File: src/rtl/pc_sequencer.sv
// Fetch-PC generator: owns the IF-stage PC, resolves ID branches/jumps, applies
// exception/eret redirects and buffers one redirect while imem is not ready.
module pc_sequencer #(
  parameter int               WIDTH      = 32,
  parameter logic [WIDTH-1:0] RESET_PC   = WIDTH'(32'h0000_3000),
  parameter logic [WIDTH-1:0] EXC_VEC    = WIDTH'(32'h0000_4180),
  parameter bit               DELAY_SLOT = 1'b1
) (
  input  logic             clk,
  input  logic             reset,
  input  logic             stall,
  input  logic             if_ready,
  input  logic             id_valid,
  input  logic [WIDTH-1:0] id_pc,
  input  logic [2:0]       id_kind,
  input  logic [2:0]       id_cond,
  input  logic [15:0]      id_imm16,
  input  logic [25:0]      id_index26,
  input  logic [31:0]      rs_val,
  input  logic [31:0]      rt_val,
  input  logic             exc_req,
  input  logic             eret_req,
  input  logic [WIDTH-1:0] epc,
  output logic [WIDTH-1:0] pc,
  output logic             if_req,
  output logic             flush_if,
  output logic             if_bd,
  output logic             pc_misalign,
  output logic             jump,
  output logic             back
);

  localparam logic [2:0] KIND_BRANCH = 3'd1;
  localparam logic [2:0] KIND_J      = 3'd2;
  localparam logic [2:0] KIND_JAL    = 3'd3;
  localparam logic [2:0] KIND_JR     = 3'd4;
  localparam logic [2:0] KIND_JALR   = 3'd5;

  localparam logic [2:0] COND_BEQ  = 3'd0;
  localparam logic [2:0] COND_BNE  = 3'd1;
  localparam logic [2:0] COND_BLEZ = 3'd2;
  localparam logic [2:0] COND_BGTZ = 3'd3;
  localparam logic [2:0] COND_BLTZ = 3'd4;
  localparam logic [2:0] COND_BGEZ = 3'd5;

  // Bits of the sequential PC that a J/JAL index replaces.
  localparam logic [WIDTH-1:0] JIDX_LO_MASK = WIDTH'(28'hFFF_FFFF);

  logic [WIDTH-1:0] pc_q, pc_d;
  logic             pend_valid_q, pend_valid_d;
  logic [WIDTH-1:0] pend_target_q, pend_target_d;

  logic             adv;
  logic             is_branch, is_jidx, is_jreg, is_ctrl;
  logic             br_taken;
  logic             redir;
  logic [WIDTH-1:0] id_pc4;
  logic [31:0]      br_off32;
  logic [WIDTH-1:0] br_target, jidx_target, jreg_target, target;
  logic signed [31:0] rs_s;

  assign adv = if_ready & ~stall;

  always_comb begin
    is_branch = 1'b0;
    is_jidx   = 1'b0;
    is_jreg   = 1'b0;
    case (id_kind)
      KIND_BRANCH:        is_branch = 1'b1;
      KIND_J, KIND_JAL:   is_jidx   = 1'b1;
      KIND_JR, KIND_JALR: is_jreg   = 1'b1;
      default:            ;
    endcase
    is_ctrl = is_branch | is_jidx | is_jreg;
  end

  assign rs_s = $signed(rs_val);

  always_comb begin
    br_taken = 1'b0;
    case (id_cond)
      COND_BEQ:  br_taken = (rs_val == rt_val);
      COND_BNE:  br_taken = (rs_val != rt_val);
      COND_BLEZ: br_taken = (rs_s <= 32'sd0);
      COND_BGTZ: br_taken = (rs_s >  32'sd0);
      COND_BLTZ: br_taken = (rs_s <  32'sd0);
      COND_BGEZ: br_taken = (rs_s >= 32'sd0);
      default:   br_taken = 1'b0;
    endcase
  end

  assign redir = id_valid & ((is_branch & br_taken) | is_jidx | is_jreg);

  assign id_pc4      = id_pc + WIDTH'(4);
  assign br_off32    = {{14{id_imm16[15]}}, id_imm16, 2'b00};
  assign br_target   = id_pc4 + br_off32[WIDTH-1:0];
  assign jidx_target = (id_pc4 & ~JIDX_LO_MASK) | WIDTH'({id_index26, 2'b00});
  assign jreg_target = rs_val[WIDTH-1:0];

  always_comb begin
    target = br_target;
    if (is_jidx) begin
      target = jidx_target;
    end else if (is_jreg) begin
      target = jreg_target;
    end
  end

  // Exception beats eret; both discard any buffered redirect regardless of adv.
  always_comb begin
    pc_d          = pc_q;
    pend_valid_d  = pend_valid_q;
    pend_target_d = pend_target_q;
    if (exc_req) begin
      pc_d         = EXC_VEC;
      pend_valid_d = 1'b0;
    end else if (eret_req) begin
      pc_d         = epc;
      pend_valid_d = 1'b0;
    end else if (adv && pend_valid_q) begin
      pc_d         = pend_target_q;
      pend_valid_d = 1'b0;
    end else if (adv && redir) begin
      pc_d = target;
    end else if (adv) begin
      pc_d = pc_q + WIDTH'(4);
    end else if (redir && !pend_valid_q) begin
      pend_valid_d  = 1'b1;
      pend_target_d = target;
    end
  end

  always_ff @(posedge clk) begin
    if (reset) begin
      pc_q          <= RESET_PC;
      pend_valid_q  <= 1'b0;
      pend_target_q <= '0;
    end else begin
      pc_q          <= pc_d;
      pend_valid_q  <= pend_valid_d;
      pend_target_q <= pend_target_d;
    end
  end

  logic redirect_flush;
  logic bd_flag;

  generate
    if (DELAY_SLOT) begin : g_delay_slot
      assign redirect_flush = 1'b0;
      assign bd_flag        = id_valid & is_ctrl;
    end else begin : g_no_delay_slot
      // The fetched instruction is wrong-path whenever a redirect lands.
      assign redirect_flush = adv & (pend_valid_q | redir);
      assign bd_flag        = 1'b0;
    end
  endgenerate

  assign flush_if    = ~reset & (exc_req | eret_req | redirect_flush);
  assign if_bd       = bd_flag;
  assign jump        = id_valid & is_ctrl;
  assign pc          = pc_q;
  assign pc_misalign = |pc_q[1:0];
  assign if_req      = ~reset;
  assign back        = eret_req;

endmodule
File: config.mk
export PLATFORM = sky130hd
export DESIGN_NAME = pc_sequencer
export DESIGN_NICKNAME = d
export VERILOG_FILES = /design/src/rtl/pc_sequencer.sv
export SDC_FILE = /design/constraint.sdc
export NUM_CORES = 1
export LEC_CHECK = 0
export ABC_AREA = 0
export CAP_MARGIN = 20
export CORE_MARGIN = 2
export CORE_UTILIZATION = 52
export DETAILED_ROUTE_END_ITERATION = 6
export PLACE_DENSITY = 0.95
export SLEW_MARGIN = 20
export SYNTH_ARGS = -nofsm -noshare
export SYNTH_HDL_FRONTEND = slang
export SYNTH_SLANG_ARGS = --single-unit
File: constraint.sdc
create_clock -name clk -period 8.3 [get_ports clk]
set_input_delay 1.245 -clock clk [delete_from_list [all_inputs] [get_ports clk]]
set_output_delay 1.245 -clock clk [all_outputs]
set_load 0.05 [all_outputs]
==> results.tsv <==
stage	metric	value	unit
flow_run	drv_cap	0	
detailed_routing	dr.pass1.iters	6	
clock_network	clock_path_buffers	2	
timing	worstMarginPinSlew	1.044	ns
die	initial_core_util	0.5258	
detailed_routing	wl_per_cell	20.53	um
critical_path	crit_family	buffers and inverters	
logic_synthesis	async_flop_share	0	
logic_synthesis	synth_top_cell_by_area	dfxtp_1	
clock_network	insertion_delay	0.34	ns
power_and_ir_drop	total_power	1.176	mW
die	io_pins	221	
detailed_routing	via_count	8845	
global_routing	grt_pass1_wl	43.07	mm
logic_synthesis	synth_top_area_frac	0.1804	
global_routing	first_global_vias	8217	
timing	max_freq	186.3	MHz
logic_synthesis	syn_area	0.007213	mm2
detailed_routing	vias_per_cell	6.513	
logic_synthesis	ys_ff_latch	65	
clock_network	clock-sinks	65	
placement	gp_congestion	1.002	
die	die_h	121.8	um
logic_synthesis	synth_area_leaders	dfxtp_1, xor2_1, ha_1, xnor2_1, nand2_1	
die	die-area	0.01483	mm2
die	coreArea	0.01372	mm2
timing	hold_viol_final	0	
placement	portBuffers	220	
detailed_routing	drc	0	
timing	setup_tns	0	ns
critical_path	crit_chain	clkdlybuf4s50_1 -> inv_1 -> o21ai_0 -> nor2_1 -> clkdlybuf4s50_1	
clock_network	cts_setup_buffers	0	
die	die_w	121.8	um
power_and_ir_drop	power_density	120.7	mW/mm2
global_routing	overflow	0	
critical_path	critPathKind	primary input to output port	
clock_network	path_clk_slew	0.05	ns
critical_path	crit_top_cell	clkdlybuf4s50_1	
critical_path	arrival	4.12	ns
logic_synthesis	yosysWarnings	0	
clock_network	cts_resized	0	
clock_network	cts_buffers	9	
finish	final_util	0.7106	
timing	slew_viol_final	0	
finish	final_cell_count_no_fill	1358	
placement	hpwl	21.63	mm
global_routing	grtUsageTotal	0.3695	
clock_network	cts_root_buf	clkbuf_16	
logic_synthesis	synth_cell_types	78	
status	status	completed	
hold_path	hold_start	pend_target_q[6]$_SDFFE_PP0P_	
finish	area_growth	35.16	%
critical_path	timing.rr.start	pc[4]$_SDFFE_PP0P_	
timing	skew	0.003570	ns
clock_network	cts_tree	done	
finish	n_antenna_cell	0	
critical_path	crit_start	id_kind[2]	
detailed_routing	drtIter0Drc	1317	
logic_synthesis	synth_cells	986	
logic_synthesis	synth_edf_count	0	
logic_synthesis	yosys-top-cells-count	nand2_1, nor2_1, a21oi_1	
logic_synthesis	ys_seq_area_frac	0.1804	
critical_path	worstPathRequired	7.05	ns
detailed_routing	routed_wl	27.88	mm
critical_path	cp_slowest_cell	clkdlybuf4s50_1	
power_and_ir_drop	vdd_ir_drop_max	0.1012	mV
hold_path	worstHoldPathType	flop to flop	
timing	fin_crit_sh	0.6467	
critical_path	crit_path_start_kind	primary input	
critical_path	worst-path-buf-inv	3	
placement	dpl.cell_count	1345	
critical_path	cp_slowest_stage_delay	1.14	ns
global_routing	grt_start_max_net_pins	46	
power_and_ir_drop	power_leakage	3.651	nW
logic_synthesis	syn_nets	1205	
logic_synthesis	synth_flop_cell	dfxtp_1	
finish	finalNetCount	1395	
clock_network	ctsHoldBuffers	0	
global_routing	antenna_found_initial	0	
timing	min_period	5.368	ns
timing	rsz0062_at_grt	no	
logic_synthesis	syn_area_per_cell	7.316	um2
detailed_routing	ant_nets	0	
timing	setup_viol	0	
logic_synthesis	post-synth-top-count-cell	nand2_1	
critical_path	end_kind	output port	
clock_network	cts_max_level	3	
die	rows	43	
finish	drive_gt1_frac	0.04160	
critical_path	cp_max_fo	26	
timing	slew_headroom	0.3036	
-- through the flow --
stage / hold slack, ns / setup WS [ns] / area, um2
floorplan: 0.4324 / 3.797 / 7213
global placement: 0.4413 / 2.884 / 9498
detailed placement: 0.4468 / 2.910 / 9498
CTS: 0.4533 / 3.033 / 9749
global route: 0.4720 / 2.825 / 9749
finish: 0.4545 / 2.932 / 9749
-- worst register-to-register path: cells and delay by family (launching register included) --
family / cells / cell delay (ns)
AND/OR/NAND/NOR: 7 / 1.67
flip-flops: 1 / 0.45
XOR/XNOR: 1 / 0.18
AO/OA/AOI/OAI: 1 / 0.18
-- worst paths after layout --
kind	end	slack, ns	depth (start not counted)
setup / recovery	if_bd	2.93	5
hold / removal	pend_target_q[6]$_SDFFE_PP0P_	0.45	2
setup reg to reg	pc[31]$_SDFFE_PP0P_	5.73	9
hold reg to reg	pend_target_q[6]$_SDFFE_PP0P_	0.45	2
-- state kept, by name, indices dropped and copies added, names as in the netlist, named ones only --
register	count
pc	30
pend_target_q	32
pend_valid_q	1
-- cell usage in the layout (no fill, tap or decap), types with 23 or more instances in the layout --
master / count
clkdlybuf4s50_1: 220
nand3_1: 38
nor2_1: 85
a21oi_1: 73
nor3_1: 27
o21ai_0: 45
dfxtp_1: 65
ha_1: 35
xnor2_1: 46
nand2_1: 106
and3_1: 23
o211ai_1: 24
xor2_1: 63
mux2i_1: 26
inv_1: 25
-- layer usage --
layer,up-vias,GRT usage,wire [um]
li1,4036,-,-
met3,114,0.05899,2926
met5,-,0,0
met4,0,0.1537,1282
met2,654,0.6191,12880
met1,4041,0.4714,10790
-- area by class of cell --
class,instances,area (um2)
Multi-Input combinational cell,843,5585
Fill cell,1100,3970
Timing Repair Buffer,232,2292
Sequential cell,65,1301
Clock buffer,12,246.5
Tap cell,180,225.2
Inverter,25,93.84
Clock inverter,1,5.005
-- kinds of logic after synthesis --
group / synth area share
buf+inv: 0.04562
fa+ha+maj: 0.06349
compound gates: 0.2729
flops: 0.1804
simple gates: 0.2607
xor+xnor: 0.1346
mux: 0.04232
-- power by group --
group          internal, mW  switching [mW]
sequential            0.326          0.0150
clock                 0.204           0.130
combinational         0.219           0.283
Note: power is estimated with default switching activity, not from simulation.
